File: src/rtl/microseq_controller.sv
// microseq_controller: variable-length SAP control sequencer.
// Decodes the IR opcode into a 16-bit control word. The T-stage advances
// on the falling clock edge. Each instruction returns to fetch right after
// its last active stage. The sequencer also provides a resumable halt and a
// sticky illegal-opcode flag.
// The current state is visible on the stage and halted outputs.
module microseq_controller #(
    parameter int OPCODE_W     = 4,
    parameter int ILLEGAL_HALT = 0
) (
    input  logic                clk,
    input  logic                rst_n,
    input  logic [OPCODE_W-1:0] opcode,
    input  logic                carry_in,
    input  logic                zero_in,
    input  logic                resume,
    output logic [15:0]         ctrl,
    output logic [2:0]          stage,
    output logic                instr_done,
    output logic                halted,
    output logic                illegal
);

    // Control word bit positions, MSB to LSB
    localparam logic [15:0] HLT        = 16'h8000;
    localparam logic [15:0] PC_INC     = 16'h4000;
    localparam logic [15:0] PC_LOAD    = 16'h2000;
    localparam logic [15:0] PC_EN      = 16'h1000;
    localparam logic [15:0] MAR_LOAD   = 16'h0800;
    localparam logic [15:0] MEM_ST     = 16'h0400;
    localparam logic [15:0] MEM_EN     = 16'h0200;
    localparam logic [15:0] IR_LOAD    = 16'h0100;
    localparam logic [15:0] IR_EN      = 16'h0080;
    localparam logic [15:0] A_LOAD     = 16'h0040;
    localparam logic [15:0] A_EN       = 16'h0020;
    localparam logic [15:0] B_LOAD     = 16'h0010;
    localparam logic [15:0] ADDER_SUB  = 16'h0008;
    localparam logic [15:0] ADDER_EN   = 16'h0004;
    localparam logic [15:0] FLAGS_LOAD = 16'h0002;
    localparam logic [15:0] OUT_LOAD   = 16'h0001;

    typedef enum logic [2:0] {
        T0 = 3'd0,
        T1 = 3'd1,
        T2 = 3'd2,
        T3 = 3'd3,
        T4 = 3'd4,
        T5 = 3'd5
    } stage_t;

    stage_t stage_q;
    logic   halted_q;
    logic   illegal_q;

    logic       upper_nz;
    logic [3:0] op_lo;
    logic is_lda, is_add, is_sub, is_sta, is_ldi, is_jmp;
    logic is_jc, is_jz, is_out, is_nop, is_hlt;
    logic illegal_op, halt_op, nop_like, mem_op;
    logic last;

    assign op_lo = opcode[3:0];

    // Any set bit above the 4-bit opcode makes the opcode illegal.
    if (OPCODE_W > 4) begin : g_upper
        assign upper_nz = |opcode[OPCODE_W-1:4];
    end else begin : g_no_upper
        assign upper_nz = 1'b0;
    end

    // Opcode decode. An opcode with a nonzero upper bit decodes to nothing.
    always_comb begin
        is_lda = 1'b0;
        is_add = 1'b0;
        is_sub = 1'b0;
        is_sta = 1'b0;
        is_ldi = 1'b0;
        is_jmp = 1'b0;
        is_jc  = 1'b0;
        is_jz  = 1'b0;
        is_out = 1'b0;
        is_nop = 1'b0;
        is_hlt = 1'b0;
        if (!upper_nz) begin
            case (op_lo)
                4'h0:    is_lda = 1'b1;
                4'h1:    is_add = 1'b1;
                4'h2:    is_sub = 1'b1;
                4'h3:    is_sta = 1'b1;
                4'h4:    is_ldi = 1'b1;
                4'h5:    is_jmp = 1'b1;
                4'h6:    is_jc  = 1'b1;
                4'h7:    is_jz  = 1'b1;
                4'h8:    is_out = 1'b1;
                4'h9:    is_nop = 1'b1;
                4'hF:    is_hlt = 1'b1;
                default: ;
            endcase
        end
    end

    assign illegal_op = ~(is_lda | is_add | is_sub | is_sta | is_ldi | is_jmp |
                          is_jc | is_jz | is_out | is_nop | is_hlt);
    assign halt_op    = is_hlt | (illegal_op & (ILLEGAL_HALT != 0));
    assign nop_like   = is_nop | (illegal_op & (ILLEGAL_HALT == 0));
    assign mem_op     = is_lda | is_add | is_sub | is_sta;

    // Control word and last-stage detection from stage, opcode, flags and halt state
    always_comb begin
        ctrl = 16'h0000;
        last = 1'b0;
        if (halted_q) begin
            ctrl = HLT;
        end else begin
            case (stage_q)
                T0: ctrl = PC_EN | MAR_LOAD;
                T1: ctrl = PC_INC;
                T2: ctrl = MEM_EN | IR_LOAD;
                T3: begin
                    if (mem_op) begin
                        ctrl = IR_EN | MAR_LOAD;
                    end else if (is_ldi) begin
                        ctrl = IR_EN | A_LOAD;
                        last = 1'b1;
                    end else if (is_jmp) begin
                        ctrl = IR_EN | PC_LOAD;
                        last = 1'b1;
                    end else if (is_jc) begin
                        ctrl = carry_in ? (IR_EN | PC_LOAD) : 16'h0000;
                        last = 1'b1;
                    end else if (is_jz) begin
                        ctrl = zero_in ? (IR_EN | PC_LOAD) : 16'h0000;
                        last = 1'b1;
                    end else if (is_out) begin
                        ctrl = A_EN | OUT_LOAD;
                        last = 1'b1;
                    end else if (nop_like) begin
                        last = 1'b1;
                    end else if (halt_op) begin
                        ctrl = HLT;
                    end
                end
                T4: begin
                    if (is_lda) begin
                        ctrl = MEM_EN | A_LOAD;
                        last = 1'b1;
                    end else if (is_add | is_sub) begin
                        ctrl = MEM_EN | B_LOAD;
                    end else if (is_sta) begin
                        ctrl = A_EN | MEM_ST;
                        last = 1'b1;
                    end
                end
                T5: begin
                    if (is_add) begin
                        ctrl = ADDER_EN | A_LOAD | FLAGS_LOAD;
                        last = 1'b1;
                    end else if (is_sub) begin
                        ctrl = ADDER_SUB | ADDER_EN | A_LOAD | FLAGS_LOAD;
                        last = 1'b1;
                    end
                end
                default: ctrl = 16'h0000;
            endcase
        end
    end

    assign instr_done = last;
    assign stage      = stage_q;
    assign halted     = halted_q;
    assign illegal    = illegal_q;

    // Stage and halt sequencing. This advances on the falling edge, so the
    // control word is settled for the datapath's rising edge.
    // If the opcode changes mid-instruction to one with no further work,
    // the sequencer falls back to T0.
    always_ff @(negedge clk or negedge rst_n) begin
        if (!rst_n) begin
            stage_q   <= T0;
            halted_q  <= 1'b0;
            illegal_q <= 1'b0;
        end else if (halted_q) begin
            if (resume) begin
                halted_q <= 1'b0;
                stage_q  <= T0;
            end
        end else begin
            if (stage_q == T3 && illegal_op) begin
                illegal_q <= 1'b1;
            end
            case (stage_q)
                T0: stage_q <= T1;
                T1: stage_q <= T2;
                T2: stage_q <= T3;
                T3: begin
                    if (halt_op) begin
                        halted_q <= 1'b1;
                    end else if (!last && mem_op) begin
                        stage_q <= T4;
                    end else begin
                        stage_q <= T0;
                    end
                end
                T4:      stage_q <= (is_add | is_sub) ? T5 : T0;
                default: stage_q <= T0;
            endcase
        end
    end

endmodule
File: config.mk
export PLATFORM = sky130hd
export DESIGN_NAME = microseq_controller
export DESIGN_NICKNAME = d
export VERILOG_FILES = /design/src/rtl/microseq_controller.sv
export SDC_FILE = /design/constraint.sdc
export NUM_CORES = 1
export LEC_CHECK = 0
export ABC_AREA = 1
export ABC_CLOCK_PERIOD_IN_PS = 3000
export CORE_UTILIZATION = 41
export DETAILED_ROUTE_END_ITERATION = 12
export PLACE_DENSITY = 0.89
export SLEW_MARGIN = 20
export SYNTH_ARGS = -nofsm -noshare
export SYNTH_HDL_FRONTEND = slang
export SYNTH_SLANG_ARGS = --single-unit
File: constraint.sdc
create_clock -name clk -period 3 [get_ports clk]
set_clock_uncertainty 0.1 [all_clocks]
set_input_delay 0.45 -clock clk [delete_from_list [all_inputs] [get_ports clk]]
set_output_delay 0.45 -clock clk [all_outputs]
set_load 0.03 [all_outputs]
==> results of run 1 <==
-- synth_stat cells --
cell / number
nand3_1: 10
nand2_2: 2
nor2_4: 2
a21oi_1: 2
o211ai_1: 3
o22ai_1: 1
dfrtn_1: 5
nor2_1: 18
inv_2: 2
nand3_2: 1
nor2_2: 3
o31ai_1: 1
buf_4: 1
o21a_1: 1
nand3b_1: 1
o21ai_0: 2
inv_1: 17
nand2_1: 31
buf_6: 1
-- cells by family after synthesis --
kind of cell	count (synthesis)
AOI/OAI and AO/OA	10
buffers and inverters	21
and+or+nand+nor	68
DFF	5
-- metrics by stage --
| stage | util | instance area, sq um | std cells |
|---|---|---|---|
| 2_1_floorplan | - | 704 | 104 |
| 3_3_place_gp | 0.859 | 1130 | 170 |
| 3_5_place_dp | 0.859 | 1130 | 170 |
==> impl_metrics.yaml, run 1 <==
clock_network:
  clockRootBuffer: "clkbuf_4"
  cts_setup_buffers: 6
  clock-sinks: 5
  clock_path_buffers: 2
  cts-hold-fix-buffers: 0
  post_cts_resized: 36
  h-tree-depth: 1
  cts_buffers: 3
outcome:
  run_status: "did not finish"
  haltStage: "clock tree synthesis"
  tool.error: "[ERROR DPL-0033] detailed placement checks failed during check placement."
placed_design:
  hpwl_microns: 1770
  gp_congestion: 0.832
  port_buffers: 30
  place_ws_ns: -0.317
logic_synthesis:
  synth-seq-area-share: 0.214
  syn_avg_cell_area_sq_um: 5.62
  syn-cell-area_sq_um: 584
  synth-simple-area-share: 0.522
  synth-xor-area-share: 0
  synth.largest_area_cell: "dfrtn_1"
  synth_compound_area_frac: 0.109
  syn-num-nets: 113
  netlist_instances: 104
  synth_seq_cells: 5
  synth_top_family_by_area: "simple AND/OR/NAND/NOR gates"
  ys.warnings.count: 0
  synthAdderAreaFrac: 0
  synth_area_leaders: "dfrtn_1 (21%), nand2_1 (20%), nor2_1 (12%)"
  synthMuxAreaShare: 0
  synth_top_cell_area_share: 0.214
  ys_types: 19
floorplan:
  fp.dieH_microns: 39.8
  dieWidth_microns: 39.8
  start_util: 0.443
  io_pins: 31
  rows: 13
==> inputs of run 2 (changes only) <==
--- a/config.mk
+++ b/config.mk
@@ -7,9 +7,10 @@
 export LEC_CHECK = 0
 export ABC_AREA = 1
 export ABC_CLOCK_PERIOD_IN_PS = 3000
-export CORE_UTILIZATION = 41
+export CORE_AREA = 2 2 63 65
 export DETAILED_ROUTE_END_ITERATION = 12
-export PLACE_DENSITY = 0.89
+export DIE_AREA = 0 0 65 67
+export PLACE_DENSITY_LB_ADDON = 0.15
 export SLEW_MARGIN = 20
 export SYNTH_ARGS = -nofsm -noshare
 export SYNTH_HDL_FRONTEND = slang
==> impl_metrics.yaml, run 2 <==
global_route:
  antenna_found_initial: 0
  grtUsageTotal: 0.116
  grt_pass1_wl_microns: 3960
  grt_max_degree: 9
  gr-total-overflow: 0
  grt_pass1_vias: 883
final_layout:
  fin_cells: 225
  largest_reg_flops: 3
  final_cell_mix: "buf_6 (31), buf_4 (28), nand2_1 (22)"
  nNetsFinal: 187
  fin_area_sq_um: 1610
  layout_commonest_cell: "buf_6"
  fin_util: 0.447
  num_antenna_cells: 0
  areaGrowthSynthToFinish_pct: 176
  fillers: 356
  drive_gt1_frac: 0.644
detailed_routing:
  drt_iter0_markers: 32
  wl_microns: 2330
  vias_per_cell: 3.89
  num_vias: 876
  ant_nets: 0
  drc: 0
  wl_per_cell_microns: 10.4
  drt-pass1-iter-count: 4
floorplan:
  start_util: 0.162
  fp.dieH_microns: 67
  io_pins: 31
  dieWidth_microns: 65
  dieArea_sq_um: 4360
  design.core.area_sq_um: 3610
  rows: 22
logic_synthesis:
  post-synth-top-count-cell: "nand2_1"
  synth_top_cell_area_share: 0.214
  syn-cell-area_sq_um: 584
  synth_area_leaders: "dfrtn_1 (21%), nand2_1 (20%), nor2_1 (12%)"
  synth-seq-area-share: 0.214
  ys_types: 19
  synth.largest_area_cell: "dfrtn_1"
  synth_edf_count: 0
  async_flop_share: 1.00
  syn_avg_cell_area_sq_um: 5.62
  syn-num-nets: 113
  synth_flop_cell: "dfrtn_1"
  netlist_instances: 104
  ys.warnings.count: 0
  ys_top_cells_by_count: "nand2_1 (31), nor2_1 (18), inv_1 (17)"
  synth_seq_cells: 5
placed_design:
  place_area_sq_um: 1200
  dp_cells: 207
  port_buffers: 30
  gp_congestion: 0.796
  hpwl_microns: 1750
sta:
  setup_viol: 21
  setup_ws_ns: -0.481
  rsz0062_at_grt: "true"
  hold_viol: 0
  slew_violations: 0
  tightest_slew_ns: 0.285
  relSlewSlack: 0.809
clock_network:
  clkTransAtPathRegs_ns: 0.03
  h-tree-depth: 1
  clk_latency_ns: 0.24
  clock-sinks: 5
  clockRootBuffer: "clkbuf_8"
  cts_buffers: 3
  clock_path_buffers: 2
  cts-hold-fix-buffers: 0
  cts_tree: "done"
worst_setup_path:
  worstSetupEndpointType: "output pin"
  cp.arrival_ns: 2.93
  start_kind: "flop"
  critPathMaxFanout: 3
  critPathRequiredTime_ns: 2.45
  crit_type: "reg2out"
flow_run:
  maxCapViolations: 0
power_and_ir_drop:
  pwr_density_cell_nw_per_um2: 767
  power.leakage_nw: 0.787
  ir_worst_vdd_v: 0.000404
  finalPower_mw: 1.24
outcome:
  violations: "setup timing"
  run_status: "finished with violations"
worst_hold_path:
  hp-class: "reg2reg"
run 2: critical path, cell delays in order (launching register included):
cell	delay (ns)
dfrtn_1	0.36
inv_2	0.10
nand2_4	0.06
nor2_4	0.11
nand3_4	0.10
buf_6	0.13
nand2_2	0.06
nor2_2	0.05
nor2_4	0.08
buf_6	0.13
run 2: path summary, 6_finish.rpt:
| check | depth (start not counted) | end | startpoint | slack (ns) |
|---|---|---|---|---|
| worst min-delay path | 2 | illegal | illegal | 0.33 |
| max in group asynchronous | 1 | stage[2] | rst_n | 0.84 |
| worst min register to register | 2 | illegal | illegal | 0.33 |
| worst max register to register | 9 | stage[1] | stage[1] | 1.55 |
| min in group asynchronous | 1 | halted | rst_n | 1.73 |
| worst max-delay path | 9 | ctrl[9] | stage[1] | -0.48 |
run 2: cell families (layout without fill, tap and decap cells):
kind of cell           Yosys count  after routing  synth area share
AOI/OAI and AO/OA               10             10             0.109
buffers and inverters           21             94             0.154
DFF                              5              5             0.214
and+or+nand+nor                 68             68             0.522
run 2: metrics by stage:
stage	worst slack (ns)	hold WS [ns]	TNS, ns
after CTS	-0.473	0.351	-7.16
after detailed placement	-0.566	0.344	-6.11
after global placement	-0.521	0.346	-6.12
after floorplan	-0.455	0.510	-4.83
after global routing	-0.562	0.378	-8.58
final	-0.481	0.334	-7.42
run 2: layout make-up:
| class | count | area, sq um | share of cell area |
|---|---|---|---|
| timing repair buffer | 71 | 701 | 0.434 |
| multi-input combinational | 78 | 611 | 0.379 |
| sequential | 5 | 125 | 0.0776 |
| inverter | 19 | 71.3 | 0.0442 |
| tap | 48 | 60.1 | 0.0372 |
| clock buffer | 4 | 45.0 | 0.0279 |
run 2: metal layers:
layer	part of all wire	global-route usage	wire length, microns
met5	0	0	0
met4	0	0.0239	0
met3	0.025	0.0101	59
met2	0.50	0.198	1160
met1	0.48	0.159	1110
run 2: repair_timing:
action	CTS	global route
buffers inserted	7	7
setup endpoints to repair	22	24
gates cloned	1	0
gates resized for setup	68	17
pin swaps	16	12
run 2: power breakdown:
group,internal [mW],switching (mW),total [mW]
combinational,0.499,0.507,1.01
clock,0.0914,0.0352,0.127
sequential,0.0889,0.0150,0.104
total,0.679,0.557,1.24
No activity file was read; power rests on OpenSTA's default activity.
==> inputs of run 3 (changes only) <==
--- a/config.mk
+++ b/config.mk
@@ -5,8 +5,7 @@
 export SDC_FILE = /design/constraint.sdc
 export NUM_CORES = 1
 export LEC_CHECK = 0
-export ABC_AREA = 1
-export ABC_CLOCK_PERIOD_IN_PS = 3000
+export ABC_CLOCK_PERIOD_IN_PS = 3770
 export CORE_AREA = 2 2 63 65
 export DETAILED_ROUTE_END_ITERATION = 12
 export DIE_AREA = 0 0 65 67
@@ -15,3 +14,4 @@
 export SYNTH_ARGS = -nofsm -noshare
 export SYNTH_HDL_FRONTEND = slang
 export SYNTH_SLANG_ARGS = --single-unit
+export TNS_END_PERCENT = 5
==> constraint.sdc (replaced) <==
create_clock -name clk -period 3.77 [get_ports clk]
set_clock_uncertainty 0.1 [all_clocks]
set_input_delay 0.5655 -clock clk [delete_from_list [all_inputs] [get_ports clk]]
set_output_delay 0.5655 -clock clk [all_outputs]
set_load 0.03 [all_outputs]
==> impl_metrics.yaml, run 3 <==
outcome:
  run_status: "finished with violations"
  violations: "setup timing"
placed_design:
  dp_cells: 167
  hpwl_microns: 1860
  port_buffers: 30
  place_area_sq_um: 1110
  gp_congestion: 0.734
detailed_routing:
  drc: 0
  vias_per_cell: 4.35
  wl_per_cell_microns: 13.0
  drt_iter0_markers: 21
  ant_nets: 0
  num_vias: 766
  wl_microns: 2280
  drt-pass1-iter-count: 4
logic_synthesis:
  post-synth-top-count-cell: "nand2_1"
  netlist_instances: 75
  synth-seq-area-share: 0.208
  ys.warnings.count: 0
  synthAdderAreaFrac: 0
  synth_edf_count: 0
  ys_types: 41
  synth_seq_cells: 5
  synth_flop_cell: "dfrtn_1"
  syn-cell-area_sq_um: 601
  synth_area_leaders: "dfrtn_1 (21%), nand2_1 (5.6%), buf_4 (5.0%)"
  synth.largest_area_cell: "dfrtn_1"
  async_flop_share: 1.00
  syn-num-nets: 84
  synth_compound_area_frac: 0.208
  syn_avg_cell_area_sq_um: 8.01
  synth-xor-area-share: 0.0562
  synth-simple-area-share: 0.415
  synthMuxAreaShare: 0
  synth_top_cell_area_share: 0.208
  ys_top_cells_by_count: "nand2_1 (9), nor2_1 (7), dfrtn_1 (5)"
  synth_top_family_by_area: "simple AND/OR/NAND/NOR gates"
worst_setup_path:
  crit_chain: "buf_6, and3b_2, nand2_2, o32ai_4, buf_6"
  critPathCapture: "instr_done"
  max_stage_delay_ns: 0.52
  critPathRequiredTime_ns: 3.10
  crit_family: "flip-flops"
  reg2reg_from: "stage[2]"
  cp_slowest_cell: "dfrtn_1"
  cp_common_cell: "buf_6"
  cp.arrival_ns: 3.43
  crit_cells: 5
  worstSetupEndpointType: "output pin"
  reg2reg_to: "stage[2]"
  rr_worst_depth: 5
  startpoint: "stage[1]"
  ff2ff_setup_slack_ns: 2.28
  crit_buf_inv: 2
  critPathMaxFanout: 5
  crit_type: "reg2out"
  start_kind: "flop"
clock_network:
  cts_tree: "done"
  cts-hold-fix-buffers: 0
  clk_latency_ns: 0.25
  h-tree-depth: 1
  clockRootBuffer: "clkbuf_8"
  clock-sinks: 5
  clkTransAtPathRegs_ns: 0.03
  clock_path_buffers: 2
  cts_buffers: 3
final_layout:
  final_cell_mix: "buf_4 (38), buf_6 (11), clkdlybuf4s50_1 (8)"
  fin_area_sq_um: 1250
  layout_commonest_cell: "buf_4"
  areaGrowthSynthToFinish_pct: 108
  fillers: 396
  multi_input_area_sq_um: 510
  nNetsFinal: 138
  seqCellArea_sq_um: 125
  drive_gt1_frac: 0.586
  largest_reg_flops: 3
  fin_cells: 176
  num_antenna_cells: 0
  fin_util: 0.346
global_route:
  antenna_found_initial: 0
  gr-total-overflow: 0
  grtUsageTotal: 0.111
  grt_max_degree: 10
  grt_pass1_vias: 744
  grt_pass1_wl_microns: 3680
floorplan:
  design.core.area_sq_um: 3610
  fp.dieH_microns: 67
  dieArea_sq_um: 4360
  dieWidth_microns: 65
  rows: 22
  start_util: 0.167
  io_pins: 31
sta:
  hold_viol: 0
  setup_ws_ns: -0.323
  setup_viol: 17
  tightest_slew_ns: 0.457
  slew_violations: 0
  relSlewSlack: 0.691
  rsz0062_at_grt: "true"
worst_hold_path:
  hp-class: "reg2reg"
power_and_ir_drop:
  pwr_density_cell_nw_per_um2: 601
  ir_worst_vdd_v: 0.000153
  power.leakage_nw: 0.528
flow_run:
  maxCapViolations: 0
[run 3: cell count changes in the layout (fill, tap and decap cells not counted), moves of 5 or more]
cell     before  now
inv_2         8    0
buf_4        28   38
inv_1        11    2
buf_6        31   11
nand2_1      22    7
nor2_4       15    1
nand2_4       5    0
[run 3: where the power goes]
part,internal [mW],total (mW),switching [mW]
sequential,0.0720,0.0899,0.0180
clock,0.0728,0.102,0.0290
combinational,0.263,0.557,0.294
total,0.407,0.749,0.341
[run 3: cell type report]
| type | count | share of cell area |
|---|---|---|
| Multi-Input combinational cell | 59 | 0.410 |
| Timing Repair Buffer | 58 | 0.400 |
| Sequential cell | 5 | 0.100 |
| Tap cell | 48 | 0.0482 |
| Clock buffer | 4 | 0.0361 |
| Inverter | 2 | 0.00602 |
[run 3: timing repair]
action	4_1_cts	5_1_grt
setup buffers	3	2
setup endpoints to repair	18	18
gates cloned	0	0
resized for setup	15	3
pin swaps	10	2
[run 3: cell families (layout without fill, tap and decap cells)]
family,after synthesis,count (layout)
AO/OA/AOI/OAI,17,17
XOR/XNOR,3,3
buffers and inverters,11,64
flip-flops,5,5
AND/OR/NAND/NOR,39,39
[run 3: stage by stage]
step                      setup WS [ns]  power [mW]  TNS, ns  hold slack (ns)
after detailed placement         -0.150       0.597    -1.48            0.326
after CTS                        -0.342       0.730    -4.56            0.332
after global routing             -0.406       0.798    -5.40            0.369
after floorplan                  -0.405       0.398    -5.36            0.531
after global placement           -0.166       0.598    -1.49            0.349
final                            -0.323       0.749    -4.02            0.328
[run 3: worst reg2reg max path, delay by kind of cell (launching register included)]
family	cells	cell delay [ns]
compound gates	2	0.28
buf+inv	2	0.29
flops	1	0.43
simple gates	1	0.23
[run 3: worst min path at each step]
| stage | startpoint | endpoint | slack [ns] | cells past startpoint |
|---|---|---|---|---|
| after detailed placement | illegal | illegal | 0.33 | 1 |
| after floorplan | illegal | illegal | 0.53 | 1 |
| final | illegal | illegal | 0.33 | 1 |
| after CTS | illegal | illegal | 0.33 | 1 |
| after global routing | illegal | illegal | 0.37 | 1 |
| after global placement | illegal | illegal | 0.35 | 1 |
[run 3: per-layer routing]
| metal | part of all wire | vias up | GRT usage |
|---|---|---|---|
| met5 | 0 | - | 0 |
| met4 | 0.012 | 0 | 0.0479 |
| met3 | 0.032 | 3 | 0.0203 |
| met2 | 0.52 | 20 | 0.196 |
| met1 | 0.44 | 361 | 0.131 |
| li1 | - | 382 | - |
